$ cat config.mk
export PLATFORM = sky130hd
export DESIGN_NAME = lcd_ber_display
export DESIGN_NICKNAME = d
export VERILOG_FILES = /design/src/rtl/lcd_ber_pkg.sv /design/src/rtl/lcd_ber_display_bin2bcd.sv /design/src/rtl/lcd_ber_display.sv
export SDC_FILE = /design/constraint.sdc
export NUM_CORES = 1
export LEC_CHECK = 0
export ABC_AREA = 1
export BUFFER_PORTS_ARGS = -buffer_cell sky130_fd_sc_hd__buf_2
export CORE_MARGIN = 1.5
export CORE_UTILIZATION = 25
export DETAILED_ROUTE_END_ITERATION = 8
export MAX_ROUTING_LAYER = met4
export PLACE_DENSITY = 0.39
export SYNTH_ARGS = -nofsm -noshare
export SYNTH_HDL_FRONTEND = slang
export SYNTH_SLANG_ARGS = --single-unit
export TNS_END_PERCENT = 50
$ cat constraint.sdc
create_clock -name CLK -period 8 [get_ports CLK]
set_input_delay 1.6 -clock CLK [delete_from_list [all_inputs] [get_ports CLK]]
set_output_delay 1.6 -clock CLK [all_outputs]
set_load 0.05 [all_outputs]
$ cat src/rtl/lcd_ber_pkg.sv
// lcd_ber_pkg: FSM states, ASCII codes and width helpers shared by the BER display
package lcd_ber_pkg;
   typedef enum logic [2:0] {IDLE, CONV, WAITB, WRITE, GAP, DONE} state_t;
   localparam logic [7:0] ASCII_0 = 8'h30;
   localparam logic [7:0] ASCII_SP = 8'h20;
   function automatic int err_width(input int win_bits, input int data_w);
      return $clog2(win_bits + data_w + 1);
   endfunction
   function automatic logic [63:0] pow10(input int n);
      logic [63:0] p;
      p = 64'd1;
      for (int k = 0; k < n; k++) p = p * 64'd10;
      return p;
   endfunction
endpackage

$ cat src/rtl/lcd_ber_display_bin2bcd.sv
// bin2bcd_seq: sequential double-dabble, one bit per cycle, saturating to all nines
module bin2bcd_seq
   import lcd_ber_pkg::*;
#(
   parameter int BIN_W = 20,
   parameter int NDIGITS = 7
) (
   input  logic                   clk,
   input  logic                   rst,
   input  logic                   load,
   input  logic [BIN_W-1:0]       bin_i,
   output logic                   done,
   output logic [4*NDIGITS-1:0]   bcd_o
);
   localparam logic [63:0] MAXV = pow10(NDIGITS) - 64'd1;
   localparam int CNW = $clog2(BIN_W + 1);
   logic [BIN_W-1:0] bin;
   logic [4*NDIGITS-1:0] bcd, adj;
   logic [CNW-1:0] cnt;
   logic busy, sat;
   always_comb begin
      adj = bcd;
      for (int k = 0; k < NDIGITS; k++)
         adj[4*k +: 4] = (bcd[4*k +: 4] >= 4'd5) ? bcd[4*k +: 4] + 4'd3 : bcd[4*k +: 4];
   end
   always_ff @(posedge clk) begin
      if (rst) begin
         bin <= '0;
         bcd <= '0;
         bcd_o <= '0;
         cnt <= '0;
         busy <= 1'b0;
         sat <= 1'b0;
         done <= 1'b0;
      end else begin
         done <= 1'b0;
         if (load) begin
            bin <= bin_i;
            bcd <= '0;
            cnt <= CNW'(BIN_W);
            busy <= 1'b1;
            sat <= 64'(bin_i) > MAXV;
         end else if (busy && cnt != '0) begin
            bcd <= {adj[4*NDIGITS-2:0], bin[BIN_W-1]};
            bin <= bin << 1;
            cnt <= cnt - CNW'(1);
         end else if (busy) begin
            busy <= 1'b0;
            done <= 1'b1;
            bcd_o <= sat ? {NDIGITS{4'd9}} : bcd;
         end
      end
   end
endmodule

$ cat src/rtl/lcd_ber_display.sv
// lcd_ber_display: windowed bit-error counter that writes the count to a character LCD
module lcd_ber_display
   import lcd_ber_pkg::*;
#(
   parameter int DATA_W = 8,
   parameter int WIN_BITS = 1000000,
   parameter int NDIGITS = 7,
   parameter logic LCD_ROW = 1'b1,
   parameter logic [3:0] LCD_COL0 = 4'd0,
   localparam int CW = $clog2(DATA_W + 1),
   localparam int ERR_W = err_width(WIN_BITS, DATA_W)
) (
   input  logic              CLK,
   input  logic              RST,
   input  logic              valid_i,
   input  logic [DATA_W-1:0] sent_data,
   input  logic [DATA_W-1:0] recv_data,
   input  logic [CW-1:0]     number_of_bits,
   input  logic              start,
   input  logic              lcd_busy,
   output logic              lcd_row,
   output logic [3:0]        lcd_col,
   output logic [7:0]        lcd_char,
   output logic              lcd_we,
   output logic              update,
   output logic [ERR_W-1:0]  err_latched
);
   localparam int IW = $clog2(NDIGITS + 1);
   localparam logic [ERR_W-1:0] WIN = ERR_W'(WIN_BITS);
   logic [CW-1:0] nbc, pop;
   logic [DATA_W-1:0] diff;
   logic [ERR_W-1:0] err_acc, bit_acc, err_sum, bit_sum;
   logic close, snap, pend, go, conv_done, blank, last, lead;
   logic [4*NDIGITS-1:0] bcd, digs;
   logic [IW-1:0] idx;
   logic [3:0] msd;
   state_t state, state_n;
   assign lcd_row = LCD_ROW;
   always_comb begin
      nbc = (number_of_bits > CW'(DATA_W)) ? CW'(DATA_W) : number_of_bits;
      diff = (sent_data ^ recv_data) & ~({DATA_W{1'b1}} << nbc);
      pop = '0;
      for (int k = 0; k < DATA_W; k++) pop = pop + CW'(diff[k]);
      err_sum = err_acc + (valid_i ? ERR_W'(pop) : '0);
      bit_sum = bit_acc + (valid_i ? ERR_W'(nbc) : '0);
      close = start | (bit_sum >= WIN);
   end
   // The closing beat is folded into the latched total; the next window starts empty.
   always_ff @(posedge CLK) begin
      if (RST) begin
         err_acc <= '0;
         bit_acc <= '0;
         err_latched <= '0;
         snap <= 1'b0;
         pend <= 1'b0;
      end else begin
         snap <= close;
         pend <= (state == IDLE) ? 1'b0 : pend | snap;
         err_acc <= close ? '0 : err_sum;
         bit_acc <= close ? '0 : bit_sum;
         if (close) err_latched <= err_sum;
      end
   end
   assign go = (state == IDLE) && (snap || pend);
   bin2bcd_seq #(.BIN_W(ERR_W), .NDIGITS(NDIGITS)) conv (
      .clk(CLK), .rst(RST), .load(go), .bin_i(err_latched), .done(conv_done), .bcd_o(bcd)
   );
   assign msd = digs[4*NDIGITS-1 -: 4];
   assign last = idx == IW'(NDIGITS - 1);
   assign blank = lead && msd == 4'd0 && !last;
   always_ff @(posedge CLK) begin
      if (RST) state <= IDLE;
      else state <= state_n;
   end
   always_comb begin
      state_n = state;
      lcd_we = 1'b0;
      update = 1'b0;
      case (state)
         IDLE:  state_n = go ? CONV : IDLE;
         CONV:  state_n = conv_done ? WAITB : CONV;
         WAITB: state_n = lcd_busy ? WAITB : WRITE;
         WRITE: begin
            lcd_we = 1'b1;
            state_n = GAP;
         end
         GAP:   state_n = last ? DONE : WAITB;
         DONE:  begin
            update = 1'b1;
            state_n = IDLE;
         end
         default: state_n = IDLE;
      endcase
   end
   // Column/char are loaded on leaving WAITB so they are valid during WRITE and held afterwards.
   always_ff @(posedge CLK) begin
      if (RST) begin
         idx <= '0;
         digs <= '0;
         lead <= 1'b0;
         lcd_col <= '0;
         lcd_char <= '0;
      end else begin
         if (go) begin
            idx <= '0;
            lead <= 1'b1;
         end
         if (state == CONV && conv_done) digs <= bcd;
         if (state == WAITB && !lcd_busy) begin
            lcd_col <= LCD_COL0 + 4'(idx);
            lcd_char <= blank ? ASCII_SP : ASCII_0 + {4'd0, msd};
            lead <= blank;
         end
         if (state == WRITE) digs <= digs << 4;
         if (state == GAP && !last) idx <= idx + IW'(1);
      end
   end
endmodule

==> impl_metrics.yaml, run 1 <==
sta:
  final_min_period_over_clock_period: 0.761
  final-max-slew-violation-count: 0
  max_slew.worst_pin.slew_ps: 971
  slew_headroom: 0.351
  max_clock_freq_ghz: 0.164
  clock_skew_ps: 12.1
  grt_setup_unrepaired: "false"
  timing.final.crit_period_ps: 6090
  timing.final.hold_violations: 0
  timing.setup.tns_ps: 0
  setup_viol: 0
  hold_ws_ps: 456
cells_and_area:
  nFillCells: 3917
  antenna_cells: 0
  area_delta_synth_final_pct: 14.3
  final_core_util: 0.290
  proportion_of_layout_cells_with_a_drive_suffix_above_1: 0.104
  fin_nets: 1343
placement:
  dp_hpwl_microns: 16100
  port_buffers: 55
  globalplace.congestion: 0.790
clock_network:
  cts_hold_buf: 0
  path_clk_slew_ps: 80
  clk_root_buffer_cell: "clkbuf_16"
  cts_max_path_buffers: 2
  h-tree-depth: 4
  clk_sinks: 189
  clock_latency_ps: 440
  cts_tree: "done"
  cts.repair_timing.setup_buffer_count: 0
  cts_made_buffers: 17
  ctsResizeCount: 0
grt:
  globalRouteOverflowTotal: 0
  global_route.usage.total: 0.139
  grt_pass1_wl_microns: 39400
  largest_net_degree_at_the_start_of_global_routing: 83
  antenna_found_initial: 0
  first_global_vias: 7662
power_and_ir_drop:
  p_comb_frac: 0.109
  power_leakage_nw: 4.05
  switching_share: 0.270
  netSwitchingPower_mw: 0.556
  power.internal_mw: 1.51
  sequential_share_of_power: 0.474
  ir_worst_vdd_mv: 0.153
  pwr-share-clk: 0.417
  post-layout-total-power_mw: 2.06
  power_density_nw_per_um2: 200
yosys:
  ys.warnings.count: 0
  synthesis.area_per_instance_sq_um: 7.20
  ys_ff_latch: 189
  ys_async_sr_fraction: 0
  yosys.cell_types.count: 41
  synth_edf_count: 0
  area_of_the_mapped_netlist_sq_um: 9010
  synth_seq_area_share: 0.420
  ys.flop_type: "dfxtp_1"
  synth_cells: 1252
setup_path:
  timing.critical_path.required_ps: 8390
  crit_path_max_fanout: 6
  regToRegStartpoint: "conv.cnt[0]"
  worstPathArrival_ps: 6480
  critPathKind: "in2reg"
  timing.critical_path.from: "number_of_bits[3]"
  worst_setup_path_start_kind: "primary input"
  worst_setup_path_end_kind: "flop"
floorplan:
  floorplan.die_area_sq_um: 37200
  die_w_microns: 193
  fp.coreArea_sq_um: 35500
  start_util: 0.254
  floorplan.io_pins: 60
  floorplan.rows: 69
  die_height_microns: 193
run:
  drv_cap: 0
route:
  routed_len_inst_microns: 13.5
  drt_total_wl_microns: 23700
  drt.antenna.violating_nets: 0
  first_pass_detailed_route_iteration_total: 4
  drc: 0
  vias_per_cell: 4.41
  num_vias: 7748
  drt_iter0_markers: 350
hold_path:
  min-delay-path-class: "reg2reg"
  worstHoldStart: "conv.bcd_o[27]"
run_status:
  run_status: "finished, final reports clean"
==> cell usage after synthesis (7+ instances only) <==
master      n  area share
dfxtp_1   189        0.42
nor2_2     23       0.016
a21oi_1    83       0.046
a31oi_1    46       0.032
nor3_1     12      0.0067
clkbuf_1   37       0.015
xor2_1     26       0.025
nand2_1   320        0.13
inv_1     139       0.058
a221oi_1    8      0.0078
nand4_1     8      0.0056
o21ai_0    45       0.025
nand3_1   102       0.057
ha_1       28       0.039
nor2_1    111       0.046
buf_4       7      0.0058
==> layer usage <==
layer / up-vias / share of wire / track usage
li1: 4099 / - / -
met1: 3557 / 0.50 / 0.176
met2: 76 / 0.47 / 0.225
met3: 16 / 0.026 / 0.0295
met4: 0 / 0.011 / 0.0313
met5: - / 0 / -
==> path summary, 6_finish.rpt <==
kind / end / depth (start not counted) / slack, ps
max: err_latched[11] / 24 / 1910
min: conv.bcd_o[27] / 2 / 460
max reg2reg: conv.bcd_o[27] / 15 / 4360
min reg2reg: conv.bcd_o[27] / 2 / 460
==> stage by stage <==
stage / cells / instance area (sq um) / setup slack (ps)
after floorplan: 1254 / 9020 / 2100
after detailed placement: 1726 / 9710 / 1420
after global routing: 1757 / 10300 / 1370
after CTS: 1757 / 10300 / 1880
after global placement: 1726 / 9710 / 1510
final: 1757 / 10300 / 1910
==> layout make-up <==
class,instances,area [sq um],area share
clock inverters,8,82.6,0.00802
repair buffers,66,358,0.0347
inverters,141,529,0.0514
well taps,461,577,0.0560
multi-input cells,869,4460,0.433
flip-flops and latches,189,3780,0.367
clock buffers,23,508,0.0493
==> layout by cell type (no fill, tap or decap), types with 2 or more instances in the layout <==
cell type,n
xnor2_1,6
clkinv_1,2
nand4_1,8
conb_1,4
o21a_1,5
clkbuf_16,17
fa_1,6
nand3b_1,6
clkinv_4,4
clkbuf_8,6
inv_1,138
nand3_1,102
nor4_1,5
and2_1,5
clkinv_2,2
a221oi_1,8
nand2_1,320
xor2_1,26
dfxtp_1,189
nor2_1,110
buf_4,11
nor2_2,23
o31ai_1,3
nand2_2,2
a21oi_1,83
or2_2,4
nor3_1,10
buf_2,55
nor3_2,2
nor2_4,2
o21ai_0,45
a31oi_1,46
ha_1,28
a211oi_1,2
==> state kept, by name (all words and copies together) (netlist names) <==
signal / flops
conv.bcd_o: 28
digs: 28
conv.busy: 1
lead: 1
lcd_col: 3
err_latched: 20
snap: 1
conv.cnt: 5
conv.bcd: 28
state: 3
lcd_char: 6
err_acc: 20
idx: 3
conv.done: 1
pend: 1
conv.bin: 20
bit_acc: 20
==> critical path, stage by stage <==
cell     delay [ps]
buf_2           120
nor2_1          210
inv_1            50
o21ai_0         230
fa_1            440
inv_1           110
fa_1            460
fa_1            500
ha_1            240
fa_1            380
o21ai_0         170
a21oi_1          70
ha_1            390
a21oi_1         120
nand2_1          90
nand2_1          60
a21oi_1         210
nand2_1         100
nor2_2          200
nand2_1         140
nor2_1          210
xor2_1          200
nand3_1          90
nand2_1         110
==> power groups by stage <==
stage | combinational (mW) | sequential, mW | clock, mW
3_5_place_dp | 0.230 | 0.999 | 0
4_1_cts | 0.231 | 0.978 | 0.890
3_3_place_gp | 0.230 | 1.00 | 0
5_1_grt | 0.258 | 0.980 | 0.928
6_report | 0.225 | 0.977 | 0.860
2_1_floorplan | 0.155 | 1.01 | 0
==> cells by family after synthesis <==
group,count (synthesis),share of synthesized area
AND/OR/NAND/NOR,602,0.285
AO/OA/AOI/OAI,197,0.123
adder cells (fa/ha/maj),34,0.0522
other,2,0.000833
flip-flops,189,0.420
XOR/XNOR,32,0.0311
buffers and inverters,196,0.0878
(Power assumes the default switching activity.)
==> run 2: changes to the inputs <==
--- a/config.mk
+++ b/config.mk
@@ -5,7 +5,7 @@
 export SDC_FILE = /design/constraint.sdc
 export NUM_CORES = 1
 export LEC_CHECK = 0
-export ABC_AREA = 1
+export ABC_AREA = 0
 export BUFFER_PORTS_ARGS = -buffer_cell sky130_fd_sc_hd__buf_2
 export CORE_MARGIN = 1.5
 export CORE_UTILIZATION = 25
==> constraint.sdc (replaced) <==
create_clock -name CLK -period 5.7 [get_ports CLK]
set_input_delay 1.14 -clock CLK [delete_from_list [all_inputs] [get_ports CLK]]
set_output_delay 1.14 -clock CLK [all_outputs]
set_load 0.05 [all_outputs]
==> impl_metrics.yaml, run 2 <==
run_status:
  run_status: "finished, final reports clean"
placement:
  globalplace.congestion: 0.726
  dp_hpwl_microns: 13700
  port_buffers: 55
grt:
  antenna_found_initial: 0
  global_route.usage.total: 0.129
  grt_pass1_wl_microns: 36600
  largest_net_degree_at_the_start_of_global_routing: 64
  first_global_vias: 6943
  globalRouteOverflowTotal: 0
yosys:
  netlist.top_cell.by_area: "dfxtp_1"
  yosys.cell_types.count: 60
  synth_top_cells_by_count: "189 x dfxtp_1, 167 x nand2_1, 99 x nor2_1, 91 x a21oi_1"
  synth_xor_xnor_area_share: 0.0515
  netlist.area_leader.share: 0.428
  ys_ff_latch: 189
  synth_edf_count: 0
  synth-simple-area-share: 0.212
  synth_compound_gate_area_share: 0.165
  synth_cells: 1044
  ys_async_sr_fraction: 0
  synth_top_family_by_area: "simple AND/OR/NAND/NOR gates"
  synth_seq_area_share: 0.428
  area_of_the_mapped_netlist_sq_um: 8850
  synth.mux.area_fraction: 0.0397
  synthMostInstantiatedCell: "dfxtp_1"
  synthesis.area_per_instance_sq_um: 8.47
  synth_adder_area_share: 0.0532
  ys.flop_type: "dfxtp_1"
  netlist_top_cells_area: "dfxtp_1 43%, nand2_1 7.1%, a21oi_1 5.1%"
  ys.warnings.count: 0
clock_network:
  cts_hold_buf: 0
  clk_root_buffer_cell: "clkbuf_16"
  clk_sinks: 189
  clock_latency_ps: 440
  cts.repair_timing.setup_buffer_count: 0
  cts_made_buffers: 17
  path_clk_slew_ps: 70
  h-tree-depth: 4
  cts_max_path_buffers: 2
  ctsResizeCount: 0
  cts_tree: "done"
route:
  drt_total_wl_microns: 21700
  drc: 0
  drt.antenna.violating_nets: 0
  drt_iter0_markers: 347
  routed_len_inst_microns: 14.1
  vias_per_cell: 4.61
  first_pass_detailed_route_iteration_total: 5
  num_vias: 7087
power_and_ir_drop:
  power_density_nw_per_um2: 291
  power_leakage_nw: 3.53
  ir_worst_vdd_mv: 0.205
sta:
  final_min_period_over_clock_period: 0.938
  timing.final.crit_period_ps: 5350
  grt_setup_unrepaired: "false"
  timing.setup.tns_ps: 0
  max_clock_freq_ghz: 0.187
  max_slew.worst_pin.slew_ps: 1150
  final-max-slew-violation-count: 0
  hold_ws_ps: 456
  slew_headroom: 0.234
  setup_viol: 0
  timing.final.hold_violations: 0
  clock_skew_ps: 11.2
setup_path:
  worst_setup_path_start_kind: "primary input"
  crit_path_max_fanout: 4
  biggest_cell_delay_along_the_critical_path_ps: 490
  cp_common_cell: "fa_1"
  critPathKind: "in2reg"
  cp_cell_sequence: "buf_2, or3_1, o21ai_0, fa_1, inv_1, fa_1, fa_1, ha_1, fa_1, xor2_1, and2_1, ha_1, a21o_1, a21oi_1, buf_4, or2_2, nor2_1, nand2_1, xor2_1, a211oi_1"
  setup.reg_to_reg.worst_slack_ps: 2210
  timing.critical_path.required_ps: 6050
  slowest_stage: "fa_1"
  critPathTopFamily: "adder cells"
  worstPathArrival_ps: 5700
  worst_setup_path_end_kind: "flop"
  critical_path.n_buffers_inverters: 3
floorplan:
  floorplan.io_pins: 60
  floorplan.rows: 68
  start_util: 0.255
  fp.coreArea_sq_um: 34700
  floorplan.die_area_sq_um: 36500
  die_height_microns: 191
  die_w_microns: 191
cells_and_area:
  layout_commonest_cell: "dfxtp_1"
  nFillCells: 3789
  fin_nets: 1129
  multiInputGateArea_sq_um: 4680
  most-common-layout-cells: "189 x dfxtp_1, 167 x nand2_1, 97 x nor2_1"
  antenna_cells: 0
  proportion_of_layout_cells_with_a_drive_suffix_above_1: 0.117
  final_core_util: 0.293
  area_delta_synth_final_pct: 15.0
  regArea_sq_um: 3780
  largest_registers: "conv.bcd x28, conv.bcd_o x28, digs x28"
run:
  drv_cap: 0
hold_path:
  min-delay-path-class: "reg2reg"
## run 2: cell types whose count changed in the layout (fill, tap and decap cells not counted), sizes merged, moves of 34 or more
cell    previous run  this run
nand2            323       167
inv              139        39
nand3            103        24
a211oi             2        50
a31oi             46         1
nor2             135       100
mux2i              0        34
## run 2: logic make-up (layout without fill, tap and decap cells)
logic type                 Yosys count  after routing
xor gates and xnor gates            52             52
adders and majority gates           34             34
buffers and inverters               99            136
AOI/OAI and AO/OA                  226            226
and+or+nand+nor                    407            407
muxes                               35             35
DFF                                189            189
other                                2              4
## run 2: tightest hold or removal path: cells and delay by family, from the launching register on
| kind | cells | cell delay [ps] |
|---|---|---|
| flip-flops | 1 | 310 |
| AND/OR/NAND/NOR | 1 | 50 |
| AO/OA/AOI/OAI | 1 | 50 |
## run 2: worst paths after layout
path / start / end / depth (start not counted)
worst max-delay path: number_of_bits[3] / err_latched[16] / 20
worst min-delay path: conv.bcd_o[26] / conv.bcd_o[26] / 2
worst max register to register: bit_acc[0] / bit_acc[3] / 11
worst min register to register: conv.bcd_o[26] / conv.bcd_o[26] / 2
## run 2: metal layers
metal | GRT usage | vias up | share of wire
li1 | - | 3684 | -
met4 | 0.0358 | 0 | 0.0095
met1 | 0.174 | 3338 | 0.53
met5 | - | - | 0
met2 | 0.193 | 53 | 0.44
met3 | 0.0268 | 12 | 0.019
## run 2: final cells by class
| cell class | count | area share |
|---|---|---|
| Clock buffer | 17 | 0.0418 |
| Clock inverter | 15 | 0.0173 |
| Inverter | 32 | 0.0118 |
| Multi-Input combinational cell | 758 | 0.460 |
| Sequential cell | 189 | 0.372 |
| Tap cell | 455 | 0.0560 |
| Timing Repair Buffer | 72 | 0.0411 |
## run 2: stage by stage
stage	cell area (sq um)	total power, mW	worst slack [ps]	instances
6_report	10200	2.96	351	1538
5_1_grt	10200	3.12	50.8	1538
4_1_cts	10200	3.02	367	1538
3_5_place_dp	9570	1.76	-112	1506
3_3_place_gp	9570	1.76	-97.5	1506
2_1_floorplan	8850	1.67	229	1046
## run 2: where the power goes
group	internal [mW]	switching [mW]	leakage, nW	total [mW]
clock	0.629	0.605	0.295	1.23
combinational	0.118	0.217	1.71	0.335
sequential	1.36	0.0313	1.53	1.39
